==> src/rtl/video_timing_gen_if.sv <==
// -----------------------------------------------------------------------------
// video_timing_gen_if
// Mode-load port of the video timing generator: a valid/ready handshake
// that carries one complete raster description.
//
// Signals
//   cfg_valid               master -> slave  new-mode request
//   cfg_ready               slave  -> master shadow register free
//   cfg_h_active/fp/sync/bp master -> slave  horizontal fields (H_BITS)
//   cfg_v_active/fp/sync/bp master -> slave  vertical fields (V_BITS)
//   cfg_hs_pol/cfg_vs_pol   master -> slave  sync polarity (1 = active-high)
// -----------------------------------------------------------------------------
interface video_timing_gen_if #(
  parameter int H_BITS = 12,
  parameter int V_BITS = 11
);
  logic              cfg_valid;
  logic              cfg_ready;
  logic [H_BITS-1:0] cfg_h_active;
  logic [H_BITS-1:0] cfg_h_fp;
  logic [H_BITS-1:0] cfg_h_sync;
  logic [H_BITS-1:0] cfg_h_bp;
  logic [V_BITS-1:0] cfg_v_active;
  logic [V_BITS-1:0] cfg_v_fp;
  logic [V_BITS-1:0] cfg_v_sync;
  logic [V_BITS-1:0] cfg_v_bp;
  logic              cfg_hs_pol;
  logic              cfg_vs_pol;

  modport master (
    output cfg_valid,
    output cfg_h_active, cfg_h_fp, cfg_h_sync, cfg_h_bp,
    output cfg_v_active, cfg_v_fp, cfg_v_sync, cfg_v_bp,
    output cfg_hs_pol, cfg_vs_pol,
    input  cfg_ready
  );

  modport slave (
    input  cfg_valid,
    input  cfg_h_active, cfg_h_fp, cfg_h_sync, cfg_h_bp,
    input  cfg_v_active, cfg_v_fp, cfg_v_sync, cfg_v_bp,
    input  cfg_hs_pol, cfg_vs_pol,
    output cfg_ready
  );
endinterface

==> src/rtl/video_timing_gen.sv <==
// -----------------------------------------------------------------------------
// video_timing_gen
// Runtime-reconfigurable raster timing generator for the HDMI transmit path.
// Produces pixel/line counters, sync pulses, data enable, start-of-frame and
// end-of-active-line markers plus a frame counter. Powers up in the DEF_*
// mode; a new mode loaded through cfg_if is held in a shadow set and copied
// into the live set on the frame-wrap edge, so every frame is uniform.
//
// Ports
//   pixel_clk_i  in   pixel clock
//   rst_n_i      in   synchronous active-low reset
//   cfg_if       slave  mode-load handshake (see video_timing_gen_if)
//   hcount_o     out  pixel position in line   (H_BITS)
//   vcount_o     out  line position in frame   (V_BITS)
//   hs_o / vs_o  out  horizontal / vertical sync, level set by polarity bit
//   de_o         out  active video
//   sof_o        out  one-cycle pulse at pixel (0,0)
//   eol_o        out  one-cycle pulse on last active pixel of active lines
//   fc_o         out  frame counter (FC_BITS, wraps)
//   pattern_en_i in   colour-bar enable       (only with VTG_PATTERN_EN)
//   rgb_o        out  colour-bar pixel, 24 bit (only with VTG_PATTERN_EN)
//
// Build option: define VTG_PATTERN_EN to add the colour-bar test pattern.
// All outputs are registered and describe the pixel shown in the same cycle.
// -----------------------------------------------------------------------------
module video_timing_gen #(
  parameter int H_BITS       = 12,
  parameter int V_BITS       = 11,
  parameter int FC_BITS      = 6,
  parameter int DEF_H_ACTIVE = 1280,
  parameter int DEF_H_FP     = 110,
  parameter int DEF_H_SYNC   = 40,
  parameter int DEF_H_BP     = 220,
  parameter int DEF_V_ACTIVE = 720,
  parameter int DEF_V_FP     = 5,
  parameter int DEF_V_SYNC   = 5,
  parameter int DEF_V_BP     = 20,
  parameter bit DEF_HS_POL   = 1'b1,
  parameter bit DEF_VS_POL   = 1'b1
) (
  input  logic               pixel_clk_i,
  input  logic               rst_n_i,
  video_timing_gen_if.slave  cfg_if,
  output logic [H_BITS-1:0]  hcount_o,
  output logic [V_BITS-1:0]  vcount_o,
  output logic               hs_o,
  output logic               vs_o,
  output logic               de_o,
  output logic               sof_o,
  output logic               eol_o,
  output logic [FC_BITS-1:0] fc_o
`ifdef VTG_PATTERN_EN
  ,
  input  logic               pattern_en_i,
  output logic [23:0]        rgb_o
`endif
);

  // One raster description. Back porch is only needed for the totals, which
  // are computed once at load time with a guard bit.
  typedef struct packed {
    logic [H_BITS-1:0] h_active;
    logic [H_BITS-1:0] h_fp;
    logic [H_BITS-1:0] h_sync;
    logic [H_BITS:0]   h_total;
    logic [V_BITS-1:0] v_active;
    logic [V_BITS-1:0] v_fp;
    logic [V_BITS-1:0] v_sync;
    logic [V_BITS:0]   v_total;
    logic              hs_pol;
    logic              vs_pol;
  } mode_t;

  typedef enum logic [0:0] {
    CFG_IDLE = 1'b0,
    CFG_PEND = 1'b1
  } cfg_state_e;

  localparam mode_t DEF_MODE = '{
    h_active: H_BITS'(DEF_H_ACTIVE),
    h_fp:     H_BITS'(DEF_H_FP),
    h_sync:   H_BITS'(DEF_H_SYNC),
    h_total:  (H_BITS+1)'(DEF_H_ACTIVE + DEF_H_FP + DEF_H_SYNC + DEF_H_BP),
    v_active: V_BITS'(DEF_V_ACTIVE),
    v_fp:     V_BITS'(DEF_V_FP),
    v_sync:   V_BITS'(DEF_V_SYNC),
    v_total:  (V_BITS+1)'(DEF_V_ACTIVE + DEF_V_FP + DEF_V_SYNC + DEF_V_BP),
    hs_pol:   DEF_HS_POL,
    vs_pol:   DEF_VS_POL
  };

  // Build a mode record from raw fields, widening before the sums so a
  // full 2^BITS total still fits.
  function automatic mode_t pack_mode(
    input logic [H_BITS-1:0] ha, input logic [H_BITS-1:0] hf,
    input logic [H_BITS-1:0] hs, input logic [H_BITS-1:0] hb,
    input logic [V_BITS-1:0] va, input logic [V_BITS-1:0] vf,
    input logic [V_BITS-1:0] vs, input logic [V_BITS-1:0] vb,
    input logic hp, input logic vp
  );
    mode_t m;
    m.h_active = ha;
    m.h_fp     = hf;
    m.h_sync   = hs;
    m.h_total  = (H_BITS+1)'(ha) + (H_BITS+1)'(hf) + (H_BITS+1)'(hs) + (H_BITS+1)'(hb);
    m.v_active = va;
    m.v_fp     = vf;
    m.v_sync   = vs;
    m.v_total  = (V_BITS+1)'(va) + (V_BITS+1)'(vf) + (V_BITS+1)'(vs) + (V_BITS+1)'(vb);
    m.hs_pol   = hp;
    m.vs_pol   = vp;
    return m;
  endfunction

  // State
  cfg_state_e         cfg_state_q, cfg_state_d;
  mode_t              live_q, live_d;
  mode_t              shadow_q, shadow_d;
  logic               ready_q, ready_d;
  logic               run_q, run_d;
  logic [H_BITS-1:0]  hcount_q, hcount_d;
  logic [V_BITS-1:0]  vcount_q, vcount_d;
  logic               hs_q, hs_d;
  logic               vs_q, vs_d;
  logic               de_q, de_d;
  logic               sof_q, sof_d;
  logic               eol_q, eol_d;
  logic [FC_BITS-1:0] fc_q, fc_d;

  // Combinational helpers
  logic               h_last_s;
  logic               v_last_s;
  logic               wrap_s;
  logic               apply_s;
  mode_t              mode_s;
  logic [H_BITS:0]    hs_start_s, hs_stop_s;
  logic [V_BITS:0]    vs_start_s, vs_stop_s;
  logic               h_in_sync_s;
  logic               v_in_sync_s;

  // Next raster position, frame-wrap detection and the mode that governs
  // the next pixel (shadow on the apply edge, otherwise live).
  always_comb begin
    h_last_s = ({1'b0, hcount_q} == (live_q.h_total - (H_BITS+1)'(1)));
    v_last_s = ({1'b0, vcount_q} == (live_q.v_total - (V_BITS+1)'(1)));
    wrap_s   = run_q && h_last_s && v_last_s;
    apply_s  = wrap_s && (cfg_state_q == CFG_PEND);
    run_d    = 1'b1;

    // First cycle out of reset shows (0,0) rather than advancing
    if (!run_q) begin
      hcount_d = {H_BITS{1'b0}};
      vcount_d = {V_BITS{1'b0}};
    end else if (h_last_s) begin
      hcount_d = {H_BITS{1'b0}};
      if (v_last_s) begin
        vcount_d = {V_BITS{1'b0}};
      end else begin
        vcount_d = vcount_q + V_BITS'(1);
      end
    end else begin
      hcount_d = hcount_q + H_BITS'(1);
      vcount_d = vcount_q;
    end

    if (apply_s) begin
      mode_s = shadow_q;
    end else begin
      mode_s = live_q;
    end
    live_d = mode_s;

    // The very first (0,0) after reset keeps fc at 0
    if (wrap_s) begin
      fc_d = fc_q + FC_BITS'(1);
    end else begin
      fc_d = fc_q;
    end
  end

  // Sync, data-enable and marker decode for the pixel about to be shown
  always_comb begin
    hs_start_s  = (H_BITS+1)'(mode_s.h_active) + (H_BITS+1)'(mode_s.h_fp);
    hs_stop_s   = hs_start_s + (H_BITS+1)'(mode_s.h_sync);
    vs_start_s  = (V_BITS+1)'(mode_s.v_active) + (V_BITS+1)'(mode_s.v_fp);
    vs_stop_s   = vs_start_s + (V_BITS+1)'(mode_s.v_sync);
    h_in_sync_s = ((H_BITS+1)'(hcount_d) >= hs_start_s) && ((H_BITS+1)'(hcount_d) < hs_stop_s);
    v_in_sync_s = ((V_BITS+1)'(vcount_d) >= vs_start_s) && ((V_BITS+1)'(vcount_d) < vs_stop_s);

    de_d  = (hcount_d < mode_s.h_active) && (vcount_d < mode_s.v_active);
    sof_d = (hcount_d == {H_BITS{1'b0}}) && (vcount_d == {V_BITS{1'b0}});
    eol_d = de_d && (hcount_d == (mode_s.h_active - H_BITS'(1)));

    if (h_in_sync_s) begin
      hs_d = mode_s.hs_pol;
    end else begin
      hs_d = ~mode_s.hs_pol;
    end

    if (v_in_sync_s) begin
      vs_d = mode_s.vs_pol;
    end else begin
      vs_d = ~mode_s.vs_pol;
    end
  end

  // Config handshake FSM: IDLE accepts into shadow, PEND waits for frame wrap
  always_comb begin
    cfg_state_d = cfg_state_q;
    shadow_d    = shadow_q;
    case (cfg_state_q)
      CFG_IDLE: begin
        if (cfg_if.cfg_valid) begin
          shadow_d    = pack_mode(cfg_if.cfg_h_active, cfg_if.cfg_h_fp,
                                  cfg_if.cfg_h_sync,   cfg_if.cfg_h_bp,
                                  cfg_if.cfg_v_active, cfg_if.cfg_v_fp,
                                  cfg_if.cfg_v_sync,   cfg_if.cfg_v_bp,
                                  cfg_if.cfg_hs_pol,   cfg_if.cfg_vs_pol);
          cfg_state_d = CFG_PEND;
        end else begin
          cfg_state_d = CFG_IDLE;
        end
      end
      CFG_PEND: begin
        // A config accepted on the last pixel is not yet PEND at that wrap,
        // so it naturally waits for the following one.
        if (wrap_s) begin
          cfg_state_d = CFG_IDLE;
        end else begin
          cfg_state_d = CFG_PEND;
        end
      end
      default: begin
        cfg_state_d = CFG_IDLE;
      end
    endcase
    ready_d = (cfg_state_d == CFG_IDLE);
  end

  // State and output registers; reset restores the default mode and drops
  // any pending shadow contents.
  always_ff @(posedge pixel_clk_i) begin
    if (!rst_n_i) begin
      cfg_state_q <= CFG_IDLE;
      live_q      <= DEF_MODE;
      shadow_q    <= DEF_MODE;
      ready_q     <= 1'b1;
      run_q       <= 1'b0;
      hcount_q    <= {H_BITS{1'b0}};
      vcount_q    <= {V_BITS{1'b0}};
      hs_q        <= ~DEF_HS_POL;
      vs_q        <= ~DEF_VS_POL;
      de_q        <= 1'b0;
      sof_q       <= 1'b0;
      eol_q       <= 1'b0;
      fc_q        <= {FC_BITS{1'b0}};
    end else begin
      cfg_state_q <= cfg_state_d;
      live_q      <= live_d;
      shadow_q    <= shadow_d;
      ready_q     <= ready_d;
      run_q       <= run_d;
      hcount_q    <= hcount_d;
      vcount_q    <= vcount_d;
      hs_q        <= hs_d;
      vs_q        <= vs_d;
      de_q        <= de_d;
      sof_q       <= sof_d;
      eol_q       <= eol_d;
      fc_q        <= fc_d;
    end
  end

  assign cfg_if.cfg_ready = ready_q;
  assign hcount_o         = hcount_q;
  assign vcount_o         = vcount_q;
  assign hs_o             = hs_q;
  assign vs_o             = vs_q;
  assign de_o             = de_q;
  assign sof_o            = sof_q;
  assign eol_o            = eol_q;
  assign fc_o             = fc_q;

`ifdef VTG_PATTERN_EN
  localparam int PW = H_BITS + 4;

  logic [PW-1:0] bar_w_s;
  logic [2:0]    bar_idx_s;
  logic [23:0]   bar_rgb_s;
  logic [23:0]   rgb_q, rgb_d;

  // Colour-bar pick: count the bar boundaries the next pixel has passed,
  // which saturates at 7 for remainder pixels without a divider.
  always_comb begin
    bar_w_s   = PW'(mode_s.h_active >> 3);
    bar_idx_s = 3'd0;
    for (int k = 1; k < 8; k++) begin
      bar_idx_s = bar_idx_s + {2'b00, (PW'(hcount_d) >= (bar_w_s * PW'(k)))};
    end

    case (bar_idx_s)
      3'd0:    bar_rgb_s = 24'hFFFFFF;
      3'd1:    bar_rgb_s = 24'hFFFF00;
      3'd2:    bar_rgb_s = 24'h00FFFF;
      3'd3:    bar_rgb_s = 24'h00FF00;
      3'd4:    bar_rgb_s = 24'hFF00FF;
      3'd5:    bar_rgb_s = 24'hFF0000;
      3'd6:    bar_rgb_s = 24'h0000FF;
      default: bar_rgb_s = 24'h000000;
    endcase

    if (de_d && pattern_en_i) begin
      rgb_d = bar_rgb_s;
    end else begin
      rgb_d = 24'h000000;
    end
  end

  // Pattern output register, aligned with de_o
  always_ff @(posedge pixel_clk_i) begin
    if (!rst_n_i) begin
      rgb_q <= 24'h000000;
    end else begin
      rgb_q <= rgb_d;
    end
  end

  assign rgb_o = rgb_q;
`endif

endmodule
==> src/flat_wrapper.sv <==
// flat-port wrapper written by rule: the top's interface ports become plain ports
module video_timing_gen_flat 
#(
  parameter int H_BITS       = 12,
  parameter int V_BITS       = 11,
  parameter int FC_BITS      = 6,
  parameter int DEF_H_ACTIVE = 1280,
  parameter int DEF_H_FP     = 110,
  parameter int DEF_H_SYNC   = 40,
  parameter int DEF_H_BP     = 220,
  parameter int DEF_V_ACTIVE = 720,
  parameter int DEF_V_FP     = 5,
  parameter int DEF_V_SYNC   = 5,
  parameter int DEF_V_BP     = 20,
  parameter bit DEF_HS_POL   = 1'b1,
  parameter bit DEF_VS_POL   = 1'b1
)
  (pixel_clk_i, rst_n_i, hcount_o, vcount_o, hs_o, vs_o, de_o, sof_o, eol_o, fc_o, cfg_if_cfg_valid, cfg_if_cfg_h_active, cfg_if_cfg_h_fp, cfg_if_cfg_h_sync, cfg_if_cfg_h_bp, cfg_if_cfg_v_active, cfg_if_cfg_v_fp, cfg_if_cfg_v_sync, cfg_if_cfg_v_bp, cfg_if_cfg_hs_pol, cfg_if_cfg_vs_pol, cfg_if_cfg_ready);
  video_timing_gen_if #(.H_BITS(H_BITS), .V_BITS(V_BITS)) cfg_if_i ();
  input  logic pixel_clk_i;
  input  logic rst_n_i;
  output logic [H_BITS-1:0] hcount_o;
  output logic [V_BITS-1:0] vcount_o;
  output logic hs_o;
  output logic vs_o;
  output logic de_o;
  output logic sof_o;
  output logic eol_o;
  output logic [FC_BITS-1:0] fc_o;
  input wire logic [$bits(cfg_if_i.cfg_valid)-1:0] cfg_if_cfg_valid;
  input wire logic [$bits(cfg_if_i.cfg_h_active)-1:0] cfg_if_cfg_h_active;
  input wire logic [$bits(cfg_if_i.cfg_h_fp)-1:0] cfg_if_cfg_h_fp;
  input wire logic [$bits(cfg_if_i.cfg_h_sync)-1:0] cfg_if_cfg_h_sync;
  input wire logic [$bits(cfg_if_i.cfg_h_bp)-1:0] cfg_if_cfg_h_bp;
  input wire logic [$bits(cfg_if_i.cfg_v_active)-1:0] cfg_if_cfg_v_active;
  input wire logic [$bits(cfg_if_i.cfg_v_fp)-1:0] cfg_if_cfg_v_fp;
  input wire logic [$bits(cfg_if_i.cfg_v_sync)-1:0] cfg_if_cfg_v_sync;
  input wire logic [$bits(cfg_if_i.cfg_v_bp)-1:0] cfg_if_cfg_v_bp;
  input wire logic [$bits(cfg_if_i.cfg_hs_pol)-1:0] cfg_if_cfg_hs_pol;
  input wire logic [$bits(cfg_if_i.cfg_vs_pol)-1:0] cfg_if_cfg_vs_pol;
  output wire logic [$bits(cfg_if_i.cfg_ready)-1:0] cfg_if_cfg_ready;
  assign cfg_if_i.cfg_valid = cfg_if_cfg_valid;
  assign cfg_if_i.cfg_h_active = cfg_if_cfg_h_active;
  assign cfg_if_i.cfg_h_fp = cfg_if_cfg_h_fp;
  assign cfg_if_i.cfg_h_sync = cfg_if_cfg_h_sync;
  assign cfg_if_i.cfg_h_bp = cfg_if_cfg_h_bp;
  assign cfg_if_i.cfg_v_active = cfg_if_cfg_v_active;
  assign cfg_if_i.cfg_v_fp = cfg_if_cfg_v_fp;
  assign cfg_if_i.cfg_v_sync = cfg_if_cfg_v_sync;
  assign cfg_if_i.cfg_v_bp = cfg_if_cfg_v_bp;
  assign cfg_if_i.cfg_hs_pol = cfg_if_cfg_hs_pol;
  assign cfg_if_i.cfg_vs_pol = cfg_if_cfg_vs_pol;
  assign cfg_if_cfg_ready = cfg_if_i.cfg_ready;
  video_timing_gen #(.H_BITS(H_BITS), .V_BITS(V_BITS), .FC_BITS(FC_BITS), .DEF_H_ACTIVE(DEF_H_ACTIVE), .DEF_H_FP(DEF_H_FP), .DEF_H_SYNC(DEF_H_SYNC), .DEF_H_BP(DEF_H_BP), .DEF_V_ACTIVE(DEF_V_ACTIVE), .DEF_V_FP(DEF_V_FP), .DEF_V_SYNC(DEF_V_SYNC), .DEF_V_BP(DEF_V_BP), .DEF_HS_POL(DEF_HS_POL), .DEF_VS_POL(DEF_VS_POL)) u_core (.pixel_clk_i(pixel_clk_i), .rst_n_i(rst_n_i), .cfg_if(cfg_if_i), .hcount_o(hcount_o), .vcount_o(vcount_o), .hs_o(hs_o), .vs_o(vs_o), .de_o(de_o), .sof_o(sof_o), .eol_o(eol_o), .fc_o(fc_o));
endmodule
==> config.mk <==
export PLATFORM = sky130hd
export DESIGN_NAME = video_timing_gen_flat
export DESIGN_NICKNAME = d
export VERILOG_FILES = /design/src/rtl/video_timing_gen_if.sv /design/src/rtl/video_timing_gen.sv /design/src/flat_wrapper.sv
export SDC_FILE = /design/constraint.sdc
export NUM_CORES = 1
export LEC_CHECK = 0
export ABC_AREA = 1
export CORE_MARGIN = 2
export CORE_UTILIZATION = 30
export CTS_CLUSTER_SIZE = 25
export DETAILED_ROUTE_END_ITERATION = 8
export DONT_BUFFER_PORTS = 1
export PLACE_DENSITY = 0.53
export SYNTH_ARGS = -nofsm -noshare
export SYNTH_HDL_FRONTEND = slang
export SYNTH_SLANG_ARGS = --single-unit
==> constraint.sdc <==
create_clock -name pixel_clk_i -period 7.2 [get_ports pixel_clk_i]
set_clock_uncertainty 0.1 [all_clocks]
set_input_delay 0.36 -clock pixel_clk_i [delete_from_list [all_inputs] [get_ports pixel_clk_i]]
set_output_delay 0.36 -clock pixel_clk_i [all_outputs]
set_load 0.05 [all_outputs]
==> results of run 1 <==
## power by group through the flow
stage                     clock, mW  combinational (mW)  sequential, mW
final                          1.41               0.519            1.35
after global routing           1.50               0.588            1.36
after CTS                      1.45               0.526            1.35
after detailed placement          0               0.474            1.38
after global placement            0               0.471            1.38
after floorplan                   0               0.351            1.37
## placed cells by master, fill, tap and decap left out, types with 18 or more instances in the layout
cell type / n
nand3_1: 117
nand2_1: 459
dlygate4sd3_1: 72
dfxtp_1: 229
buf_4: 39
o21ai_0: 134
xor2_1: 61
fa_1: 50
nand4_1: 29
ha_1: 143
clkbuf_16: 27
nand2_2: 19
nor3_1: 18
a211oi_1: 18
or2_2: 28
inv_1: 292
a21oi_1: 172
nor2_1: 228
## worst register-to-register path, delay by kind of cell (launching register included)
family          cells  cell delay (ns)
simple gates       16             2.04
compound gates     10             1.67
fa+ha+maj           4             1.19
buf+inv             7             0.70
flops               1             0.33
xor+xnor            2             0.33
## worst min-delay path by stage
stage                                start                   to  depth (start not counted)
detailed placement                 rst_n_i         u_core.run_q                          0
global placement                   rst_n_i         u_core.run_q                          0
CTS                 cfg_if_cfg_h_active[9]  u_core.shadow_q[93]                          2
floorplan                          rst_n_i         u_core.run_q                          0
finish                             rst_n_i         u_core.run_q                          1
global route        cfg_if_cfg_h_active[9]  u_core.shadow_q[93]                          2
## cells by family (layout without fill, tap and decap cells)
group,after synthesis,in the layout,share of synthesized area (%)
DFF,229,229,29.0
muxes,1,1,0.0633
xor gates and xnor gates,74,74,4.14
other,0,1,0
AOI/OAI and AO/OA,374,374,12.9
adders and majority gates,193,193,17.6
buffers and inverters,376,467,9.15
and+or+nand+nor,953,953,27.1
## cell usage after synthesis (3+ instances only)
| master | number |
|---|---|
| a211oi_1 | 18 |
| a21o_1 | 3 |
| a21oi_1 | 172 |
| and2_1 | 4 |
| buf_1 | 4 |
| buf_2 | 10 |
| clkbuf_1 | 54 |
| dfxtp_1 | 229 |
| fa_1 | 50 |
| ha_1 | 143 |
| inv_1 | 293 |
| inv_2 | 9 |
| nand2_1 | 459 |
| nand2_2 | 19 |
| nand2_4 | 4 |
| nand3_1 | 117 |
| nand4_1 | 29 |
| nand4_4 | 6 |
| nor2_1 | 229 |
| nor2_2 | 8 |
| nor2_4 | 11 |
| nor3_1 | 18 |
| nor3b_1 | 3 |
| nor4_1 | 8 |
| o211ai_1 | 15 |
| o21ai_0 | 134 |
| o21bai_1 | 15 |
| o221ai_1 | 3 |
| o31ai_1 | 4 |
| or2_2 | 28 |
| xnor2_1 | 12 |
| xor2_1 | 61 |
## registers in the layout (all words and copies together) (netlist names)
name,cells
u_core.cfg_if.cfg_ready,1
u_core.cfg_state_q,1
u_core.de_o,1
u_core.eol_o,1
u_core.fc_o,6
u_core.hcount_o,12
u_core.hs_o,1
u_core.live_q,96
u_core.run_q,1
u_core.shadow_q,96
u_core.sof_o,1
u_core.vcount_o,11
u_core.vs_o,1
## routing by layer
layer  part of all wire (%)  track usage (%)  up-vias
li1                       -                -     7257
met1                     46             23.7     6638
met2                     45             30.8      317
met3                    5.4             3.34       77
met4                    2.7             4.69        2
met5                  0.026            0.643        -
## stage by stage
| step | total power [mW] | util (%) |
|---|---|---|
| floorplan | 1.72 | - |
| global placement | 1.85 | 31.9 |
| detailed placement | 1.85 | 31.9 |
| CTS | 3.32 | 35.0 |
| global route | 3.44 | 35.0 |
| finish | 3.28 | 35.0 |
## timing repair
| action | CTS | global route |
|---|---|---|
| setup endpoints to repair | 0 | 2 |
| endpoints found under the hold margin | 122 | 0 |
| gates resized for setup | 0 | 1 |
| hold buffers | 73 | 0 |
## layout make-up
cell class                 count  area (um2)
inverter                     305        1150
fill                        5531       34000
antenna                        1        2.50
timing repair buffer         112        1040
clock buffer                  37         763
tap                          688         861
clock inverter                13         139
sequential                   229        4580
multi-input combinational   1595        9790
==> summary.md, run 1 <==
| Metric | Value |
|---|---|
| Status | finished, final reports clean |
| PortBufs | 0 |
| Initial antenna violation count | 3 |
| Reg2reg setup slack | 0.76 ns |
| WL per Instance | 16.6 um |
| Crit path capture | u_core.hs_o |
| Worst-case vdd ir drop | 0.000190 V |
| Max-cap viol count | 0 |
| Post-DP HPWL | 37,300 um |
| HP Class | in2reg |
| CP max FO | 28 |
| Async set-or-reset flop fraction in the synthesized netlist | 0% |
| Mapped cell area | 15,800 um2 |
| Final worst-path cycle share | 89.4% |
| Ys flop type | dfxtp_1 |
| Tmin final | 6.44 ns |
| Finished Cell Area | 18,300 um2 |
| Slowest cell on the critical path | ha_1 |
| Worst setup SP type | register |
| Clock Path Buffers | 3 |
| Area Growth Syn to Fin | 15.9% |
| Total track usage | 18.2% |
| Nets@finish | 2,560 |
| CTS Buf Count | 27 |
| Final WS setup | 0.760 ns |
| Post-Layout Cell Count | 2,980 |
| Initial Utilization | 30.2% |
| CTS clock-pin slew for the worst setup and hold paths | 0.06 ns |
| Hold Violations, Final | 0 |
| Worst reg-to-reg path cell count | 39 |
| DR pass1 iterations | 7 |
| Worst Max-Slew Pin Slew | 1.18 ns |
| Nature of the critical path endpoint | register |
| Vias | 14,300 |
| Remaining antenna violation count | 0 |
| Gate power share | 15.8% |
| Crit path buffers/inverters | 7 |
| CP max stage delay | 0.34 ns |
| Post-synth EDFFs | 0 |
| Via density | 4.80 |
| Synth area leaders | dfxtp_1, ha_1, nand2_1 |
| Placed cell area | 16,700 um2 |
| Pre-CTS setup slack | 0.530 ns |
| Total Neg Setup Slack | 0 ns |
| Dpl cells | 2,856 |
| CP Data Required Time | 7.54 ns |
| DRT Wirelength | 49,500 um |
| Min Hold Slack | 0.0911 ns |
| End of the worst register-to-register path | u_core.hs_o |
| H-Tree Depth | 1 |
| Switch share | 28.5% |
| Cell accounting for the most synthesized area | dfxtp_1 |
| Top cell type's share of synthesized area | 29.0% |
| Critical path class | reg2reg |
| Setup Viol. Count Final | 0 |
| Cell Int Power | 2.35 mW |
| CTS Root Cell | clkbuf_16 |
| Setup repair bufs after CTS | 0 |
| Num rows | 84 |
| Largest net degree at the start of global routing | 119 |
| CTS tree | built |
| Yosys cell types | 52 |
| Die width | 234 um |
| Vias in the first global route | 14,200 |
| Worst Path Arrival | 6.78 ns |
| Sequential Power Share | 41.2% |
| Die height | 234 um |
| First-pass GRT wire length | 78,300 um |
| Sequential-to-total area share from yosys stat | 29.0% |
| CP delay by family, top | simple AND/OR/NAND/NOR gates |
| Mapped Cells | 2,200 |
| Clk Latency, worst-skew pair | 0.58 ns |
| Static leakage | 8.85 nW |
| Post-Syn Nets | 2,490 |
| WP depth | 39 |
| Rel. slew slack | 21.6% |
| Critical path startpoint | u_core.live_q[47] |
| Ys Warns | 0 |
| Max Fclk | 0.155 GHz |
| IO Pins | 132 |
| DIE AREA | 54,600 um2 |
| Drt drc | 0 |
| Pwr/cell area | 179 nW/um2 |
| Reg2Reg Launch Point | u_core.live_q[47] |
| Core Footprint | 52,300 um2 |
| #FFs+latches synth | 229 |
| Final GP Congestion | 0.889 |
| Clock sink count | 229 |
| Initial DRC Count | 841 |
| Layout cells sized above 1 | 7.94% |
| Max Slew Vio Count | 0 |
| Clock share of power | 43.0% |
| RSZ-0062 raised after global routing | false |
| Switching Power | 936 uW |
| GRT overflow | 0 |
| Synth Area per Inst | 7.19 um2 |
Note: power is estimated with default switching activity, not from simulation.
==> run 2: changes to the inputs <==
--- a/config.mk
+++ b/config.mk
@@ -11,7 +11,8 @@
 export CTS_CLUSTER_SIZE = 25
 export DETAILED_ROUTE_END_ITERATION = 8
 export DONT_BUFFER_PORTS = 1
-export PLACE_DENSITY = 0.53
+export PLACE_DENSITY = 0.5
+export SLEW_MARGIN = 20
 export SYNTH_ARGS = -nofsm -noshare
 export SYNTH_HDL_FRONTEND = slang
 export SYNTH_SLANG_ARGS = --single-unit
==> run 2 against run 1 <==
Count of clock-buffer cells in the layout rose by 2. Wire length fell by 0.55%. Global-route usage fell by 0.11 points. Via count fell by 1.7%. Cell area rose by 0.20%. Die area did not move. First-iteration DRC count fell by 18%. Maximum frequency rose by 0.13%. Non-clock buffer count fell by 2. Highest routed layer is now met4.
==> summary.md, run 2 (same netlist as run 1, synthesis figures left out) <==
| Metric | Value |
|---|---|
| Rel. slew slack | 40.9% (+19 points) |
| Via density | 4.72 (-1.5%) |
| CTS clock-pin slew for the worst setup and hold paths | 0.06 ns (about the same) |
| Die height | 234 um (unchanged) |
| Nature of the critical path endpoint | register |
| RSZ-0062 raised after global routing | false |
| Hold Violations, Final | 0 (unchanged) |
| PortBufs | 0 (unchanged) |
| Area Growth Syn to Fin | 16.1% |
| Critical path class | reg2reg |
| Final worst-path cycle share | 89.3% (-0.12 points) |
| Finished Cell Area | 18,400 um2 (+0.20%) |
| Worst Path Arrival | 6.78 ns (about the same) |
| Post-Layout Cell Count | 2,975 (-0.17%) |
| DIE AREA | 54,600 um2 (unchanged) |
| CP max stage delay | 0.35 ns (about the same) |
| Num rows | 84 (unchanged) |
| CTS Buf Count | 28 (+3.7%) |
| First-pass GRT wire length | 77,400 um (-1.1%) |
| Crit path buffers/inverters | 7 (unchanged) |
| Most frequent cells in the layout | nand2_1, inv_1, dfxtp_1 |
| Pwr/cell area | 182 nW/um2 (+1.4%) |
| Ant diodes | 0 (-1) |
| Vias in the first global route | 14,100 (-0.62%) |
| HP Class | in2reg |
| Worst-case vdd ir drop | 0.000175 V (-8.0%) |
| Slowest cell on the critical path | ha_1 |
| Static leakage | 8.86 nW (+0.12%) |
| Clock Path Buffers | 3 (unchanged) |
| CP max FO | 53 (+89%) |
| CTS tree | built |
| Clock sink count | 229 (unchanged) |
| CTS Root Cell | clkbuf_16 |
| Max-cap viol count | 0 (unchanged) |
| Placed cell area | 16,700 um2 (+0.12%) |
| WL per Instance | 16.5 um (-0.39%) |
| Vias | 14,000 (-1.7%) |
| Max Fclk | 0.155 GHz (+0.13%) |
| Initial DRC Count | 689 (-18%) |
| Fillers | 5,612 (+1.5%) |
| Setup Viol. Count Final | 0 (unchanged) |
| GRT overflow | 0 (unchanged) |
| Remaining antenna violation count | 0 (unchanged) |
| H-Tree Depth | 1 (unchanged) |
| Total Neg Setup Slack | 0 ns (unchanged) |
| Initial Utilization | 30.2% (unchanged) |
| Setup repair bufs after CTS | 0 (unchanged) |
| Worst Max-Slew Pin Slew | 0.887 ns (-0.289 ns) |
| Drt drc | 0 (unchanged) |
| Dpl cells | 2,857 (+0.035%) |
| CP delay by family, top | simple AND/OR/NAND/NOR gates |
| CP Data Required Time | 7.55 ns (about the same) |
| DRT Wirelength | 49,200 um (-0.55%) |
| Core Footprint | 52,300 um2 (unchanged) |
| Worst setup SP type | register |
| Clk Latency, worst-skew pair | 0.56 ns (-0.02 ns) |
| Status | finished, final reports clean |
| Nets@finish | 2,559 (-0.039%) |
| Total track usage | 18.1% (-0.11 points) |
| DR pass1 iterations | 5 (-2) |
| Layout cells sized above 1 | 7.91% (-0.030 points) |
| Initial antenna violation count | 0 (-3) |
| IO Pins | 132 (unchanged) |
| Die width | 234 um (unchanged) |
| Tmin final | 6.43 ns (-0.00841 ns) |
| Largest net degree at the start of global routing | 120 (+0.84%) |
| Max Slew Vio Count | 0 (unchanged) |
| Post-DP HPWL | 37,400 um (+0.12%) |
| Commonest non-fill, non-tap cell in the layout | nand2_1 |
| Final GP Congestion | 0.882 (-0.75%) |
-- run 2: report_power, final --
group | switching [mW] | internal, mW
logic | 0.307 | 0.204
registers | 0.0320 | 1.32
clock network | 0.579 | 0.891
total | 0.918 | 2.42
-- run 2: timing repair --
action                                  in CTS  in global routing
endpoints found under the setup margin       0                  2
hold buffers                                70                  0
hold endpoints to repair                   123                  0
gates resized for setup                      0                  2
-- run 2: worst reg2reg max path, delay by kind of cell, from the launching register on --
family	cells	cell delay (ns)
simple gates	16	2.09
compound gates	10	1.65
fa+ha+maj	4	1.18
buf+inv	7	0.66
flops	1	0.33
xor+xnor	2	0.33
-- run 2: cell type report --
class	count	area (um2)	share of cell area, %
multi-input cells	1595	9790	53.3
flip-flops and latches	229	4580	25.0
inverters	305	1150	6.27
repair buffers	110	1030	5.61
well taps	688	861	4.69
clock buffers	39	813	4.43
clock inverters	9	136	0.742
-- run 2: per-layer routing --
metal  track usage [%]  routed length, um  vias to the layer above
met1              23.6              22900                     6484
met2              30.6              22400                      262
met3              3.42               2610                       64
met5                 0                  0                        -
met4              4.57               1250                        0
li1                  -                  -                     7236
-- run 2: worst paths after layout --
kind / startpoint / endpoint / slack [ns] / cells after the start
setup / recovery: u_core.live_q[47] / u_core.hs_o / 0.77 / 39
hold / removal: cfg_if_cfg_h_active[4] / u_core.shadow_q[88] / 0.04 / 2
setup reg to reg: u_core.live_q[47] / u_core.hs_o / 0.77 / 39
hold reg to reg: u_core.shadow_q[36] / u_core.shadow_q[36] / 0.36 / 2
-- run 2: metrics by stage --
stage | utilization, % | hold slack, ns | power [mW] | worst slack [ns]
floorplan | - | 0.288 | 1.72 | 1.19
global placement | 31.9 | 0.323 | 1.85 | 0.709
detailed placement | 31.9 | 0.323 | 1.85 | 0.626
CTS | 35.1 | 0.00474 | 3.38 | 0.574
global route | 35.1 | 0.0237 | 3.51 | 0.0185
finish | 35.1 | 0.0384 | 3.33 | 0.769
==> run 3: changes to the inputs <==
--- a/config.mk
+++ b/config.mk
@@ -5,7 +5,6 @@
 export SDC_FILE = /design/constraint.sdc
 export NUM_CORES = 1
 export LEC_CHECK = 0
-export ABC_AREA = 1
 export CORE_MARGIN = 2
 export CORE_UTILIZATION = 30
 export CTS_CLUSTER_SIZE = 25
==> run 3 against run 2 <==
Worst setup slack got worse by 0.49 ns. Utilization up 1.4 points. Non-clock buffer count increased by 32. Total power decreased by 0.28%. Cell area fell by 3.2%. Flip-flop and latch count unchanged. Via count shrank 11%. Maximum frequency down 7.1%. Global-route usage is 0.94 points lower. Critical path type unchanged. Critical endpoint is now u_core.vs_o.
==> summary.md, run 3 <==
| Metric | Value |
|---|---|
| Die height | 226 um (-3.3%) |
| Detail Route met3 WL | 1950 um (-25%) |
| DR pass1 iterations | 4 (-1) |
| Top Layer Used | met4 |
| Sequential Power Share | 40.9% (+0.3 points) |
| Initial antenna violation count | 1 (+1) |
| Tmin final | 6.92 ns (+0.489 ns) |
| Status | finished, final reports clean |
| Yosys cell types | 76 (+46%) |
| Num rows | 81 (-3.6%) |
| Slowest cell on the critical path | or4_4 |
| CP max stage delay | 0.56 ns (+0.21 ns) |
| Die width | 226 um (-3.3%) |
| Sequential-to-total area share from yosys stat | 31.0% (+2.0 points) |
| CTS Buf Count | 28 (unchanged) |
| WL per Instance | 17.1 um (+3.1%) |
| Hold Violations, Final | 0 (unchanged) |
| Max Fclk | 0.145 GHz (-7.1%) |
| Finished Cell Area | 17,800 um2 (-3.2%) |
| Async set-or-reset flop fraction in the synthesized netlist | 0% (unchanged) |
| Total power | 3.33 mW (-0.28%) |
| Commonest non-fill, non-tap cell in the layout | nand2_1 |
| Clock sink count | 229 (unchanged) |
| Total track usage | 17.2% (-0.94 points) |
| Final GP Congestion | 0.837 (-5.1%) |
| HP Class | in2reg |
| Layout cells sized above 1 | 9.41% (+1.5 points) |
| Post-DP HPWL | 32,600 um (-13%) |
| Static leakage | 7.99 nW (-9.8%) |
| Remaining antenna violation count | 0 (unchanged) |
| Via density | 4.84 (+2.4%) |
| #FFs+latches synth | 229 (unchanged) |
| H-Tree Depth | 1 (unchanged) |
| Cell accounting for the most synthesized area | dfxtp_1 |
| Gate power share | 16.0% (+0.7 points) |
| CP Data Required Time | 7.53 ns (-0.02 ns) |
| Core Footprint | 48,700 um2 (-6.9%) |
| Switch share | 28.0% (+0.52 points) |
| Vias | 12,500 (-11%) |
| Max Slew Vio Count | 0 (unchanged) |
| Setup Viol. Count Final | 0 (unchanged) |
| Rel. slew slack | 36.1% (-4.8 points) |
| Post-Syn Nets | 2,087 (-16%) |
| Mapped Cells | 1,797 (-18%) |
| CP max FO | 7 (-87%) |
| Drt drc | 0 (unchanged) |
| Critical path class | reg2reg |
| Cell Int Power | 2.39 mW (-0.99%) |
| Total Neg Setup Slack | 0 ns (unchanged) |
| Area Growth Syn to Fin | 20.4% |
| IO Pins | 132 (unchanged) |
| Max-cap viol count | 0 (unchanged) |
| Top cell type's share of synthesized area | 31.0% (+2.0 points) |
| Synth top cells by count | nand2_1, dfxtp_1, a21oi_1 |
| Nature of the critical path endpoint | register |
| Initial Utilization | 30.3% (+0.10 points) |
| Post-synth EDFFs | 0 (unchanged) |
| Final worst-path cycle share | 96.1% (+6.8 points) |
| Clk Latency, worst-skew pair | 0.58 ns (+0.02 ns) |
| Pwr/cell area | 187 nW/um2 (+3.0%) |
| Worst-case vdd ir drop | 0.000163 V (-6.7%) |
| GRT overflow | 0 (unchanged) |
| First-pass GRT wire length | 69,000 um (-11%) |
| Clock share of power | 43.1% (-1.0 points) |
| Synth Area per Inst | 8.23 um2 (+14%) |
| Clock Path Buffers | 3 (unchanged) |
| Worst Path Arrival | 7.25 ns (+0.47 ns) |
| DIE AREA | 51,100 um2 (-6.4%) |
| Switching Power | 933 uW (+1.6%) |
| Worst Max-Slew Pin Slew | 0.959 ns (+0.0724 ns) |
| Synth area leaders | dfxtp_1, ha_1, nand2_1 |
| PortBufs | 0 (unchanged) |
| CTS Root Cell | clkbuf_16 |
| Initial DRC Count | 640 (-7.1%) |
| Ys Warns | 0 (unchanged) |
| Worst setup SP type | register |
| Vias in the first global route | 12,600 (-11%) |
| Ys flop type | dfxtp_1 |
| CTS tree | built |
| M1 WL | 20,200 um (-12%) |
| CTS clock-pin slew for the worst setup and hold paths | 0.06 ns (about the same) |
| Nets@finish | 2,181 (-15%) |
| Met2 WL | 20,500 um (-8.4%) |
| Largest net degree at the start of global routing | 84 (-30%) |
| DRT Wirelength | 44,000 um (-11%) |
| Most numerous cell in the Yosys netlist | nand2_1 |
| Most frequent cells in the layout | nand2_1, dfxtp_1, a21oi_1 |
| Mapped cell area | 14,800 um2 (-6.5%) |
| Placed cell area | 15,700 um2 (-5.7%) |
run 3: cells by family (layout without fill, tap and decap cells):
kind of cell / Yosys count / after routing / synth area share, %
other: 0 / 2 / 0
buffers and inverters: 176 / 291 / 4.69
and+or+nand+nor: 709 / 709 / 21.6
adders and majority gates: 193 / 193 / 18.9
AOI/OAI and AO/OA: 331 / 331 / 13.9
xor gates and xnor gates: 124 / 124 / 7.44
muxes: 35 / 35 / 2.55
DFF: 229 / 229 / 31.0
run 3: through the flow:
step                      instances  setup slack [ns]  hold WS [ns]  utilization [%]
after global placement         2439             0.164         0.315             32.3
final                          2578             0.280        0.0684             36.5
after detailed placement       2439            -0.111         0.315             32.3
after floorplan                1797            0.0647         0.288                -
after global routing           2577           -0.0688        0.0946             36.5
after CTS                      2565           0.00769        0.0605             35.9
run 3: what timing repair did:
item | CTS | global route
pin swaps | 0 | 17
setup endpoints to repair | 2 | 2
resized for setup | 3 | 48
hold buffers | 74 | 0
cloned | 1 | 0
buffers inserted | 0 | 11
endpoints found under the hold margin | 124 | 0
run 3: worst paths after layout:
path	to	slack [ns]	cells after the start	from
max	u_core.vs_o	0.28	33	u_core.live_q[7]
min	u_core.sof_o	0.07	3	rst_n_i
max reg2reg	u_core.vs_o	0.28	33	u_core.live_q[7]
min reg2reg	u_core.shadow_q[22]	0.36	2	u_core.shadow_q[22]
run 3: power groups by stage:
stage | registers, mW | clock network [mW] | logic [mW]
after floorplan | 1.37 | 0 | 0.365
after global placement | 1.39 | 0 | 0.489
after detailed placement | 1.39 | 0 | 0.495
after CTS | 1.36 | 1.47 | 0.543
after global routing | 1.37 | 1.52 | 0.599
final | 1.36 | 1.43 | 0.532
run 3: layout make-up:
cell class	count	area [um2]
Tap cell	664	831
Inverter	98	370
Multi-Input combinational cell	1392	9730
Clock inverter	14	153
Antenna cell	2	5.00
Fill cell	5089	31000
Timing Repair Buffer	142	1330
Clock buffer	37	785
Sequential cell	229	4590
run 3: per-layer routing:
| layer | GRT usage [%] | vias to the layer above |
|---|---|---|
| met5 | 0 | - |
| met1 | 22.5 | 5887 |
| met2 | 29.3 | 216 |
| met3 | 2.54 | 58 |
| met4 | 4.59 | 0 |
| li1 | - | 6305 |
run 3: worst max-delay path: cells and delay by family (launching register included):
family                   cells  cell delay, ns
multiplexers                 1            0.12
AND/OR/NAND/NOR             10            2.26
buffers and inverters        4            0.37
flip-flops                   1            0.36
adder cells (fa/ha/maj)      4            1.16
AO/OA/AOI/OAI               10            1.78
XOR/XNOR                     4            0.63
